## src/rtl/k15_scratch.sv

```systemverilog
// rtl/k15_scratch.sv - K15 scratch responder: word FIFO plus i0 control/base-address sink
//
// Purpose:
//   Sits at the far end of a vector slice's K15 scratch and i0 scratchpad
//   request interfaces. Words pushed by the slice (MV_V_K15) are buffered in a
//   first-word-fall-through FIFO and returned in order when the slice pops them
//   (MV_K15_V). i0 requests are always accepted. Requests addressed to scratch
//   index 15 either flush the FIFO (perm == 5'h1F) or latch a new base address
//   and perm field. Requests to any other index are dropped.
//
// Ports:
//   clk          in   1              rising-edge clock
//   reset        in   1              synchronous, active-high reset
//   t_k15_data   in   2*VLEN         push data
//   t_k15_valid  in   1              push valid
//   t_k15_ready  out  1              push ready (!full && !flush request)
//   i_k15_data   out  2*VLEN         pop data, head of FIFO
//   i_k15_valid  out  1              pop valid (!empty)
//   i_k15_ready  in   1              pop ready
//   t_i0_data    in   VLEN           i0 request: [15:11] perm, [AWIDTH-1:0] baddr
//   t_i0_k       in   4              i0 scratch index
//   t_i0_valid   in   1              i0 request valid
//   t_i0_ready   out  1              i0 request ready, constant 1
//   o_count      out  $clog2(DEPTH)+1 FIFO occupancy
//   o_baddr      out  AWIDTH         last base address written via index 15
//   o_perm       out  5              last perm written via index 15

module k15_scratch #(
  parameter int VLEN   = 16,
  parameter int DEPTH  = 8,
  parameter int AWIDTH = 11
) (
  input  logic                       clk,
  input  logic                       reset,
  input  logic [2*VLEN-1:0]          t_k15_data,
  input  logic                       t_k15_valid,
  output logic                       t_k15_ready,
  output logic [2*VLEN-1:0]          i_k15_data,
  output logic                       i_k15_valid,
  input  logic                       i_k15_ready,
  input  logic [VLEN-1:0]            t_i0_data,
  input  logic [3:0]                 t_i0_k,
  input  logic                       t_i0_valid,
  output logic                       t_i0_ready,
  output logic [$clog2(DEPTH):0]     o_count,
  output logic [AWIDTH-1:0]          o_baddr,
  output logic [4:0]                 o_perm
);

  localparam int PW = $clog2(DEPTH);

  // Pointer/count increment constant sized to avoid width mismatches.
  localparam logic [PW:0] ONE = {{PW{1'b0}}, 1'b1};

  localparam logic [3:0] K_CTRL     = 4'd15;
  localparam logic [4:0] PERM_FLUSH = 5'h1F;

  logic [2*VLEN-1:0] mem [DEPTH];

  // One extra MSB per pointer separates full from empty when low bits match.
  logic [PW:0] wptr;
  logic [PW:0] rptr;

  logic [4:0]        req_perm;
  logic [AWIDTH-1:0] req_baddr;
  logic              ctrl_hit;
  logic              flush_req;
  logic              baddr_wr;
  logic              empty;
  logic              full;
  logic              push;
  logic              pop;

  // i0 decode: only index 15 carries anything for this block.
  assign req_perm  = t_i0_data[15:11];
  assign req_baddr = t_i0_data[AWIDTH-1:0];
  assign ctrl_hit  = t_i0_valid && (t_i0_k == K_CTRL);
  assign flush_req = ctrl_hit && (req_perm == PERM_FLUSH);
  assign baddr_wr  = ctrl_hit && (req_perm != PERM_FLUSH);

  assign empty = (wptr == rptr);
  assign full  = (wptr[PW-1:0] == rptr[PW-1:0]) && (wptr[PW] != rptr[PW]);

  // Ready is dropped during a flush so no word can sneak in behind the clear.
  assign t_k15_ready = !full && !flush_req;
  assign i_k15_valid = !empty;
  assign i_k15_data  = mem[rptr[PW-1:0]];
  assign t_i0_ready  = 1'b1;

  assign push = t_k15_valid && t_k15_ready;
  assign pop  = i_k15_valid && i_k15_ready;

  // Storage needs no reset: contents are only visible through valid pointers.
  always_ff @(posedge clk) begin
    if (push) begin
      mem[wptr[PW-1:0]] <= t_k15_data;
    end
  end

  always_ff @(posedge clk) begin
    if (reset) begin
      wptr    <= '0;
      rptr    <= '0;
      o_count <= '0;
    end else if (flush_req) begin
      // A pop in the flush cycle is discarded along with everything else.
      wptr    <= '0;
      rptr    <= '0;
      o_count <= '0;
    end else begin
      if (push) begin
        wptr <= wptr + ONE;
      end
      if (pop) begin
        rptr <= rptr + ONE;
      end
      if (push && !pop) begin
        o_count <= o_count + ONE;
      end else if (pop && !push) begin
        o_count <= o_count - ONE;
      end
    end
  end

  always_ff @(posedge clk) begin
    if (reset) begin
      o_baddr <= '0;
      o_perm  <= '0;
    end else if (baddr_wr) begin
      o_baddr <= req_baddr;
      o_perm  <= req_perm;
    end
  end

endmodule

```

## config.mk

```make
export PLATFORM = sky130hd
export DESIGN_NAME = k15_scratch
export DESIGN_NICKNAME = d
export VERILOG_FILES = /design/src/rtl/k15_scratch.sv
export SDC_FILE = /design/constraint.sdc
export NUM_CORES = 1
export LEC_CHECK = 0
export BUFFER_PORTS_ARGS = -buffer_cell sky130_fd_sc_hd__buf_2
export CORE_AREA = 8 8 188 190
export DETAILED_ROUTE_END_ITERATION = 10
export DIE_AREA = 0 0 196 198
export HOLD_SLACK_MARGIN = 0.1
export PLACE_DENSITY_LB_ADDON = 0.1
export SLEW_MARGIN = 15
export SYNTH_ARGS = -nofsm -noshare
export SYNTH_HDL_FRONTEND = slang
export SYNTH_SLANG_ARGS = --single-unit
```

## constraint.sdc

```tcl
create_clock -name clk -period 4.9 [get_ports clk]
set_input_delay 0.49 -clock clk [delete_from_list [all_inputs] [get_ports clk]]
set_output_delay 0.49 -clock clk [all_outputs]
set_load 0.005 [all_outputs]
```

## Word-level counts from Yosys, hierarchy flattened

Memories as Yosys holds them, arrays and structs flattened. A register that Yosys moved wholly into a read port is not among the register bits.
Cells that the tools add are included.

| operators by class | value |
|---|---|
| equality and inequality tests | 6 |
| multiplexer cells | 6 |
| reductions and logical operators | 16 |
| $add $sub $neg | 4 |

Operator list:

| operator | number |
|---|---|
| adder 4 x 1 -> 4 bit (second input constant) | 3 |
| logical AND 1 bit | 9 |
| two-way mux 4 bit | 2 |
| two-way mux 3 bit | 2 |
| == test 5 bit (second input constant) | 1 |
| zero test 1 bit | 5 |
| inequality test 5 bit (second input constant) | 1 |
| == test 4 bit | 1 |
| == test 4 bit (second input constant) | 1 |
| subtractor 4 x 1 -> 4 bit (second input constant) | 1 |
| == test 3 bit | 1 |
| two-way mux 1 bit | 2 |
| nonzero test 2 bit | 1 |
| OR reduction 2 bit | 1 |
| inequality test 1 bit | 1 |

| storage, ports and cells | value |
|---|---|
| bits of input ports | 57 |
| register bits | 28 |
| output and inout port bits | 55 |
| bits in writable memories | 256 |
| word-level logic and storage cells | 38 |
| memories kept | 1 |

Memory list:

| name | words | width | read ports | clocked after memory_dff | wr ports | RTL line | text |
|---|---|---|---|---|---|---|---|
| mem | 8 | 32 | 1 | 1 | 1 | 58 | `logic [2*VLEN-1:0] mem [DEPTH];` |

## Longest topological paths before layout

Gate-level depths: netlist of the first run.

| logic depth | value |
|---|---|
| word-level depth | 10 |
| gate-level depth with buffers | 12 |
| mapped depth without buffers | 11 |

## Worst setup path before layout of the first run

Ideal clock, no wire load.

| timing | value |
|---|---|
| path kind | register -> register |
| start point | reg wptr[0] |
| end point | mem mem[0][0] (netlist name) (enable) |
| arrival time | 4206 ps |
| library setup time | 501 ps |
| period minus slack after synthesis | 4708 ps |
| path slack | 192 ps |
| path buffers | 1 |
| data required time | 4399 ps |
| cell stages (with the launch flop) | 6 |
| cell sequence | dfxtp_1 clkbuf_2 xor2_2 o41a_1 nand2_1 nor4_1 |

| on the way | value |
|---|---|
| longest elaborated chain between the ends | 7 |

Ends and longest elaborated chain:

| what | RTL line | text |
|---|---|---|
| start: declaration | 61 | `logic [PW:0] wptr;` |
| start signal: assignment | 112 | `wptr <= wptr + ONE;` |
| == test 3 bit | 82 | `assign full = (wptr[PW-1:0] == rptr[PW-1:0]) && (wptr[PW] != rptr[PW]);` |
| logical AND 1 bit | 82 |  |
| zero test 1 bit | 85 | `assign t_k15_ready = !full && !flush_req;` |
| logical AND 1 bit | 85 |  |
| logical AND 1 bit | 90 | `assign push = t_k15_valid && t_k15_ready;` |
| two-way mux 1 bit | 95 | `if (push) begin` |
| two-way mux 1 bit (implied by the code) | 96 | `mem[wptr[PW-1:0]] <= t_k15_data;` |
| end: declaration | 58 |  |

Several ways; a longest one is shown, not always the timed one.

==> results.sh, run 1 <==
export IMPL_ys_ff_latch=287
export IMPL_io_pins=112
export IMPL_gp_congestion=0.7633
export IMPL_dr_first_iter_drc_count=339
export IMPL_dieArea_um2=38810
export IMPL_vias=5592
export IMPL_grt_pass1_vias=6238
export IMPL_wl_per_cell_um=21.96
export IMPL_worstPathArrival_ns=2.78
export IMPL_power_leakage_uw=0.004364
export IMPL_clock_skew_ns=0.01110
export IMPL_synth_fp_nets=612
export IMPL_synth_commonest_cells="edfxtp_1 (256), mux4_2 (64), mux2_2 (32), dfxtp_1 (31), a21oi_1 (24)"
export IMPL_synthDistinctLibCells=36
export IMPL_antenna_found_initial=2
export IMPL_synth_area_leaders="edfxtp_1 (69%), mux4_2 (13%), dfxtp_1 (5.6%)"
export IMPL_groute_layer_met1_usage=0.1607
export IMPL_synth_area_um2=11100
export IMPL_min_path_type="input port to register"
export IMPL_grt_pass1_wl_mm=37.58
export IMPL_synth_edf_count=256
export IMPL_worstMarginPinSlew_ns=1.058
export IMPL_start_kind="register"
export IMPL_synth_largest_area_cell="edfxtp_1"
export IMPL_p_comb_frac=0.105
export IMPL_cts_tree="yes"
export IMPL_place_hpwl_mm=14.18
export IMPL_rsz0062_at_grt="false"
export IMPL_drc=0
export IMPL_cts_sinks=287
export IMPL_grt_busiest_layer="met2"
export IMPL_row_count=66
export IMPL_clock_path_buffers=3
export IMPL_viasPerCell=5.051
export IMPL_final_nets=738
export IMPL_synth_ff_type="edfxtp_1"
export IMPL_fin_setup_tns_ns=0
export IMPL_drv_slew=0
export IMPL_grt_max_degree=65
export IMPL_drive_gt1_frac=0.3991
export IMPL_r2r_end="o_count[3]"
export IMPL_peakVddDrop_mv=0.2811
export IMPL_ant_nets=0
export IMPL_hold_worst_slack_ns=0.2054
export IMPL_gr_usage_met2=0.2125
export IMPL_clock_latency_ns=0.54
export IMPL_area_delta_synth_final_pct=18.81
export IMPL_io_buffers=110
export IMPL_grt_use_met3=0.02920
export IMPL_synth_top_area_frac=0.6924
export IMPL_root_buffer="clkbuf_16"
export IMPL_core_um2=32210
export IMPL_die_height_um=198
export IMPL_synth_most_common_cell="edfxtp_1"
export IMPL_async_flop_share=0
export IMPL_status="completed"
export IMPL_htree_levels=1
export IMPL_period_share=0.6672
export IMPL_syn_area_per_cell_um2=20.22
export IMPL_cts_buffers_inserted=31
export IMPL_seqPwrFrac=0.497
export IMPL_grt_use_total=0.1253
export IMPL_p_per_area_nw_per_um2=431.6
export IMPL_p_int_uw=4433
export IMPL_hold_viol=0
export IMPL_path_class="register to output pin"
export IMPL_yosysSeqAreaShare=0.7483
export IMPL_netlist_instances=549
export IMPL_grt_ovfl_total=0
export IMPL_firstDrtPassIters=7
export IMPL_rr_startpoint="wptr[1]"
export IMPL_cts_setup_buffers=0
export IMPL_finalSetupViolations=0
export IMPL_crit_fanout=41
export IMPL_clockPowerShare=0.398
export IMPL_diodes=0
export IMPL_rrSetupSlack_ns=1.87
export IMPL_p_sw_uw=1260
export IMPL_endpoint="i_k15_data[13]"
export IMPL_max_freq_mhz=305.9
export IMPL_initial_core_util=0.3447
export IMPL_r2r_cells=11
export IMPL_ys_warn_count=0
export IMPL_cap_violations=0
export IMPL_cts_resized=0
export IMPL_hold_buffers=0
export IMPL_crit_path_end_kind="output pin"
export IMPL_path_clk_slew_ns=0.06
export IMPL_drt_total_wl_mm=24.32
export IMPL_die_x_um=196
export IMPL_power_share_switching=0.2213
export IMPL_worst_slew_margin_rel=0.2945
export IMPL_required_ns=4.41
export IMPL_min_period_ns=3.269
placed cells by master, fill, tap and decap left out, types with 2 or more instances in the layout:
cell	instances
dfxtp_1	28
mux2i_1	5
bufinv_16	3
buf_4	11
nand2_1	9
edfxtp_1	256
or3_1	3
clkinv_2	6
nor3_2	4
nand2b_1	4
clkinv_1	5
nor3_1	4
xor2_2	3
mux2_2	32
and4_1	2
a21oi_1	24
nor2_1	14
ha_1	5
buf_2	110
nor2_4	2
nand4_1	4
mux4_2	64
nand3_1	15
xnor2_1	2
clkbuf_16	31
o21ai_0	16
clkbuf_8	3
inv_1	6
xor2_1	3
clkbuf_1	7
dfxtp_4	2
sequential cells by signal, indices dropped and copies added (netlist names), named ones only:
register and flops:
o_baddr 11, o_perm 5, rptr 4, wptr 4, o_count 4, mem 256
metrics by stage:
step | util | std cells | setup slack (ns) | area, µm² | power, µW
after floorplan | - | 549 | 0.1924 | 11100 | 3255
after CTS | 0.4096 | 1107 | 1.482 | 13190 | 5790
after global routing | 0.4096 | 1107 | 1.387 | 13190 | 5939
after detailed placement | 0.3786 | 1050 | 1.909 | 12190 | 3504
after global placement | 0.3786 | 1050 | 2.010 | 12190 | 3489
final | 0.4096 | 1107 | 1.631 | 13190 | 5693
area by class of cell:
cell class / instances / area (µm²)
Sequential cell: 287 / 8317
Clock buffer: 41 / 843.3
Tap cell: 408 / 510.5
Clock inverter: 16 / 155.1
Multi-Input combinational cell: 227 / 2689
Inverter: 6 / 22.52
Timing Repair Buffer: 122 / 653.1
Fill cell: 2904 / 19020
worst min path at each step:
stage            startpoint    endpoint  slack [ns]  cells past startpoint
6_report       t_i0_data[2]  o_baddr[2]        0.21                      3
5_1_grt        t_i0_data[0]  o_baddr[0]        0.19                      3
2_1_floorplan    o_count[3]  o_count[3]        0.46                      2
4_1_cts        t_i0_data[2]  o_baddr[2]        0.17                      3
3_5_place_dp     o_baddr[6]  o_baddr[6]        0.47                      2
3_3_place_gp     o_count[3]  o_count[3]        0.46                      2
worst max-delay path, stage by stage, from the launching register on:
cell and delay, ns:
dfxtp_4 0.94, buf_12 0.32, mux4_2 0.55, mux2_2 0.29, buf_2 0.13
metal layers:
| metal | vias to the layer above | wire [µm] |
|---|---|---|
| met5 | - | 23 |
| met4 | 4 | 437 |
| met3 | 45 | 1309 |
| met2 | 144 | 11730 |
| met1 | 2904 | 10820 |
| li1 | 2495 | - |
power groups by stage:
stage / Combinational (µW) / Sequential (µW) / Clock [µW]
final: 597 / 2830 / 2270
after CTS: 618 / 2840 / 2330
after global placement: 603 / 2890 / 0
after global routing: 655 / 2850 / 2440
after detailed placement: 614 / 2890 / 0
after floorplan: 446 / 2810 / 0
cell families (layout without fill, tap and decap cells):
logic type | after synthesis | count (layout) | share of synthesized area
AOI/OAI and AO/OA | 46 | 46 | 0.02525
xor gates and xnor gates | 8 | 8 | 0.008341
adders and majority gates | 6 | 6 | 0.007438
buffers and inverters | 35 | 185 | 0.01319
DFF | 287 | 287 | 0.7483
muxes | 101 | 101 | 0.1668
other | 1 | 1 | 0.0003378
and+or+nand+nor | 65 | 65 | 0.03032
Power figures use the tool's default switching activity.
==> inputs of run 2 (changes only) <==
--- a/config.mk
+++ b/config.mk
@@ -5,10 +5,11 @@
 export SDC_FILE = /design/constraint.sdc
 export NUM_CORES = 1
 export LEC_CHECK = 0
+export ABC_AREA = 1
 export BUFFER_PORTS_ARGS = -buffer_cell sky130_fd_sc_hd__buf_2
-export CORE_AREA = 8 8 188 190
+export CORE_AREA = 8 8 191 193
 export DETAILED_ROUTE_END_ITERATION = 10
-export DIE_AREA = 0 0 196 198
+export DIE_AREA = 0 0 199 201
 export HOLD_SLACK_MARGIN = 0.1
 export PLACE_DENSITY_LB_ADDON = 0.1
 export SLEW_MARGIN = 15
==> constraint.sdc (replaced) <==
create_clock -name clk -period 3 [get_ports clk]
set_input_delay 0.3 -clock clk [delete_from_list [all_inputs] [get_ports clk]]
set_output_delay 0.3 -clock clk [all_outputs]
set_load 0.005 [all_outputs]
==> run 2 against run 1 <==
  * Combinational power grew 73%
  * Clock skew grew 0.010 ns
  * Via count grew 35%
  * Power grew 65%
  * Routed wire length grew 18%
  * Register-to-register slack lost 1.1 ns
  * Cell area grew 6.2%
  * Global-route usage grew 1.8 points
  * Critical path depth grew 3
  * Setup slack lost 1.4 ns
  * Highest routed layer is now met4
==> results.sh, run 2 <==
export IMPL_wl_per_cell_um=18.02
export IMPL_p_per_area_nw_per_um2=672.4
export IMPL_pre_cts_ws_ns=0.7166
export IMPL_cpLargestDelayFamily="buffers and inverters"
export IMPL_synth_commonest_cells="edfxtp_1 (256), nor2_1 (203), nand2_1 (129), o21ai_0 (127), a21oi_1 (41)"
export IMPL_async_flop_share=0
export IMPL_start_kind="register"
export IMPL_yosysSeqAreaShare=0.7232
export IMPL_initial_core_util=0.3452
export IMPL_viasPerCell=4.747
export IMPL_final_setup_worst_slack_ns=0.2716
export IMPL_required_ns=2.70
export IMPL_hold_viol=0
export IMPL_min_period_ns=2.728
export IMPL_die_height_um=201
export IMPL_drt_total_wl_mm=28.72
export IMPL_synth_area_leaders="edfxtp_1 (67%), nor2_1 (6.6%), o21ai_0 (5.5%)"
export IMPL_grt_max_degree=65
export IMPL_syn_area_per_cell_um2=11.94
export IMPL_grt_pass1_vias=7812
export IMPL_final_nets=1184
export IMPL_slowest_stage="dfxtp_4"
export IMPL_clock_path_buffers=3
export IMPL_power_leakage_uw=0.005093
export IMPL_vias=7566
export IMPL_cap_violations=0
export IMPL_io_buffers=110
export IMPL_mostFrequentLayoutCells="edfxtp_1 (256), nor2_1 (200), nand2_1 (129)"
export IMPL_drive_gt1_frac=0.1841
export IMPL_rr_startpoint="wptr[1]"
export IMPL_synth_top_area_frac=0.6692
export IMPL_synthDistinctLibCells=34
export IMPL_grt_use_total=0.1432
export IMPL_clock_latency_ns=0.50
export IMPL_netlist_instances=962
export IMPL_r2r_end="mem[3][30]"
export IMPL_grt_ovfl_total=0
export IMPL_cts_buffers_inserted=34
export IMPL_core_um2=33280
export IMPL_firstDrtPassIters=4
export IMPL_ant_nets=0
export IMPL_htree_levels=2
export IMPL_min_path_type="input port to register"
export IMPL_antenna_found_initial=0
export IMPL_die_x_um=199
export IMPL_synth_edf_count=256
export IMPL_worst_slew_margin_rel=0.4177
export IMPL_crit_path_end_kind="output pin"
export IMPL_cts_tree="yes"
export IMPL_synth_ff_type="edfxtp_1"
export IMPL_period_share=0.9095
export IMPL_path_clk_slew_ns=0.06
export IMPL_synth_area_um2=11490
export IMPL_worstMarginPinSlew_ns=0.8722
export IMPL_cts_sinks=287
export IMPL_peakVddDrop_mv=0.3561
export IMPL_status="completed"
export IMPL_cp_num_buf_inv=3
export IMPL_io_pins=112
export IMPL_gp_congestion=0.7032
export IMPL_largest_reg_flops=256
export IMPL_rsz0062_at_grt="false"
export IMPL_synth_fp_nets=1025
export IMPL_area_delta_synth_final_pct=21.94
export IMPL_crit_path_cell_trace="buf_4 -> buf_4 -> nor2_1 -> nor2_1 -> o21ai_0 -> a31oi_1 -> buf_2"
export IMPL_root_buffer="clkbuf_16"
export IMPL_ys_warn_count=0
export IMPL_r2r_cells=7
export IMPL_row_count=67
export IMPL_dr_first_iter_drc_count=459
export IMPL_final_common_cell="edfxtp_1"
export IMPL_drv_slew=0
export IMPL_clock_skew_ns=0.02115
export IMPL_diodes=0
export IMPL_max_freq_mhz=366.5
export IMPL_slowest_delay_ns=0.50
export IMPL_hold_start="t_k15_data[27]"
export IMPL_ys_ff_latch=287
export IMPL_dieArea_um2=40000
export IMPL_hold_depth=1
export IMPL_cts_resized=0
export IMPL_crit_fanout=29
export IMPL_place_hpwl_mm=16.36
export IMPL_finalSetupViolations=0
export IMPL_holdPathEnd="mem[1][27]"
export IMPL_worstPathArrival_ns=2.43
export IMPL_path_class="register to output pin"
export IMPL_drc=0
export IMPL_synth_largest_area_cell="edfxtp_1"
export IMPL_synth_most_common_cell="edfxtp_1"
export IMPL_fin_setup_tns_ns=0
export IMPL_cp_depth=7
export IMPL_grt_pass1_wl_mm=45.11
export IMPL_rrSetupSlack_ns=0.77
## run 2: how the worst max path moves through the flow
stage / slack, ns / to
global route: 0.07 / i_k15_data[25]
floorplan: 0.32 / mem[1][0]
global placement: 0.75 / mem[3][18]
finish: 0.27 / i_k15_data[25]
detailed placement: 0.72 / mem[3][15]
CTS: 0.19 / i_k15_data[25]
## run 2: worst register-to-register path: cells and delay by family, from the launching register on
kind | cells | cell delay (ns)
buffers and inverters | 2 | 0.59
flip-flops | 1 | 0.43
AND/OR/NAND/NOR | 5 | 0.83
## run 2: stage by stage
step | instances | utilization | area, µm² | hold WS [ns] | total power (µW)
final | 1594 | 0.4209 | 14010 | 0.1143 | 9419
after CTS | 1593 | 0.4206 | 14000 | 0.1020 | 9569
after floorplan | 962 | - | 11490 | 0.3989 | 5207
after detailed placement | 1492 | 0.3773 | 12560 | 0.4654 | 5629
after global placement | 1492 | 0.3773 | 12560 | 0.4454 | 5629
after global routing | 1594 | 0.4209 | 14010 | 0.1006 | 9847
## run 2: layout make-up
class / count / area (µm²)
fillers: 3184 / 19270
well taps: 448 / 560.5
inverters: 27 / 103.9
clock buffers: 45 / 913.4
multi-input cells: 597 / 2831
flip-flops and latches: 287 / 8313
repair buffers: 174 / 1159
clock inverters: 16 / 126.4
## run 2: logic make-up (layout without fill, tap and decap cells)
logic type               Yosys count  after routing  synth area share
AND/OR/NAND/NOR                  366            366            0.1307
XOR/XNOR                           5              5          0.004467
buffers and inverters             78            262           0.03398
AO/OA/AOI/OAI                    219            219            0.1001
adder cells (fa/ha/maj)            6              6          0.007189
flip-flops                       287            287            0.7232
other                              1              1         0.0003264
## run 2: routing by layer
layer,GRT usage,part of all wire,up-vias
li1,-,-,3701
met1,0.1932,0.47,3674
met2,0.2306,0.46,164
met3,0.03353,0.051,27
met4,0.03230,0.012,0
met5,0,0,-
## run 2: timing repair
item / CTS / global route
hold endpoints to repair: 207 / 7
endpoints found under the setup margin: 0 / 0
buffers inserted: 0 / 0
hold buffers: 40 / 1
## run 2: power breakdown
group	switching [µW]	total, µW	internal, µW
Sequential	58.2	4530	4470
Clock	1550	3860	2310
Combinational	654	1030	371
Total	2260	9420	7150
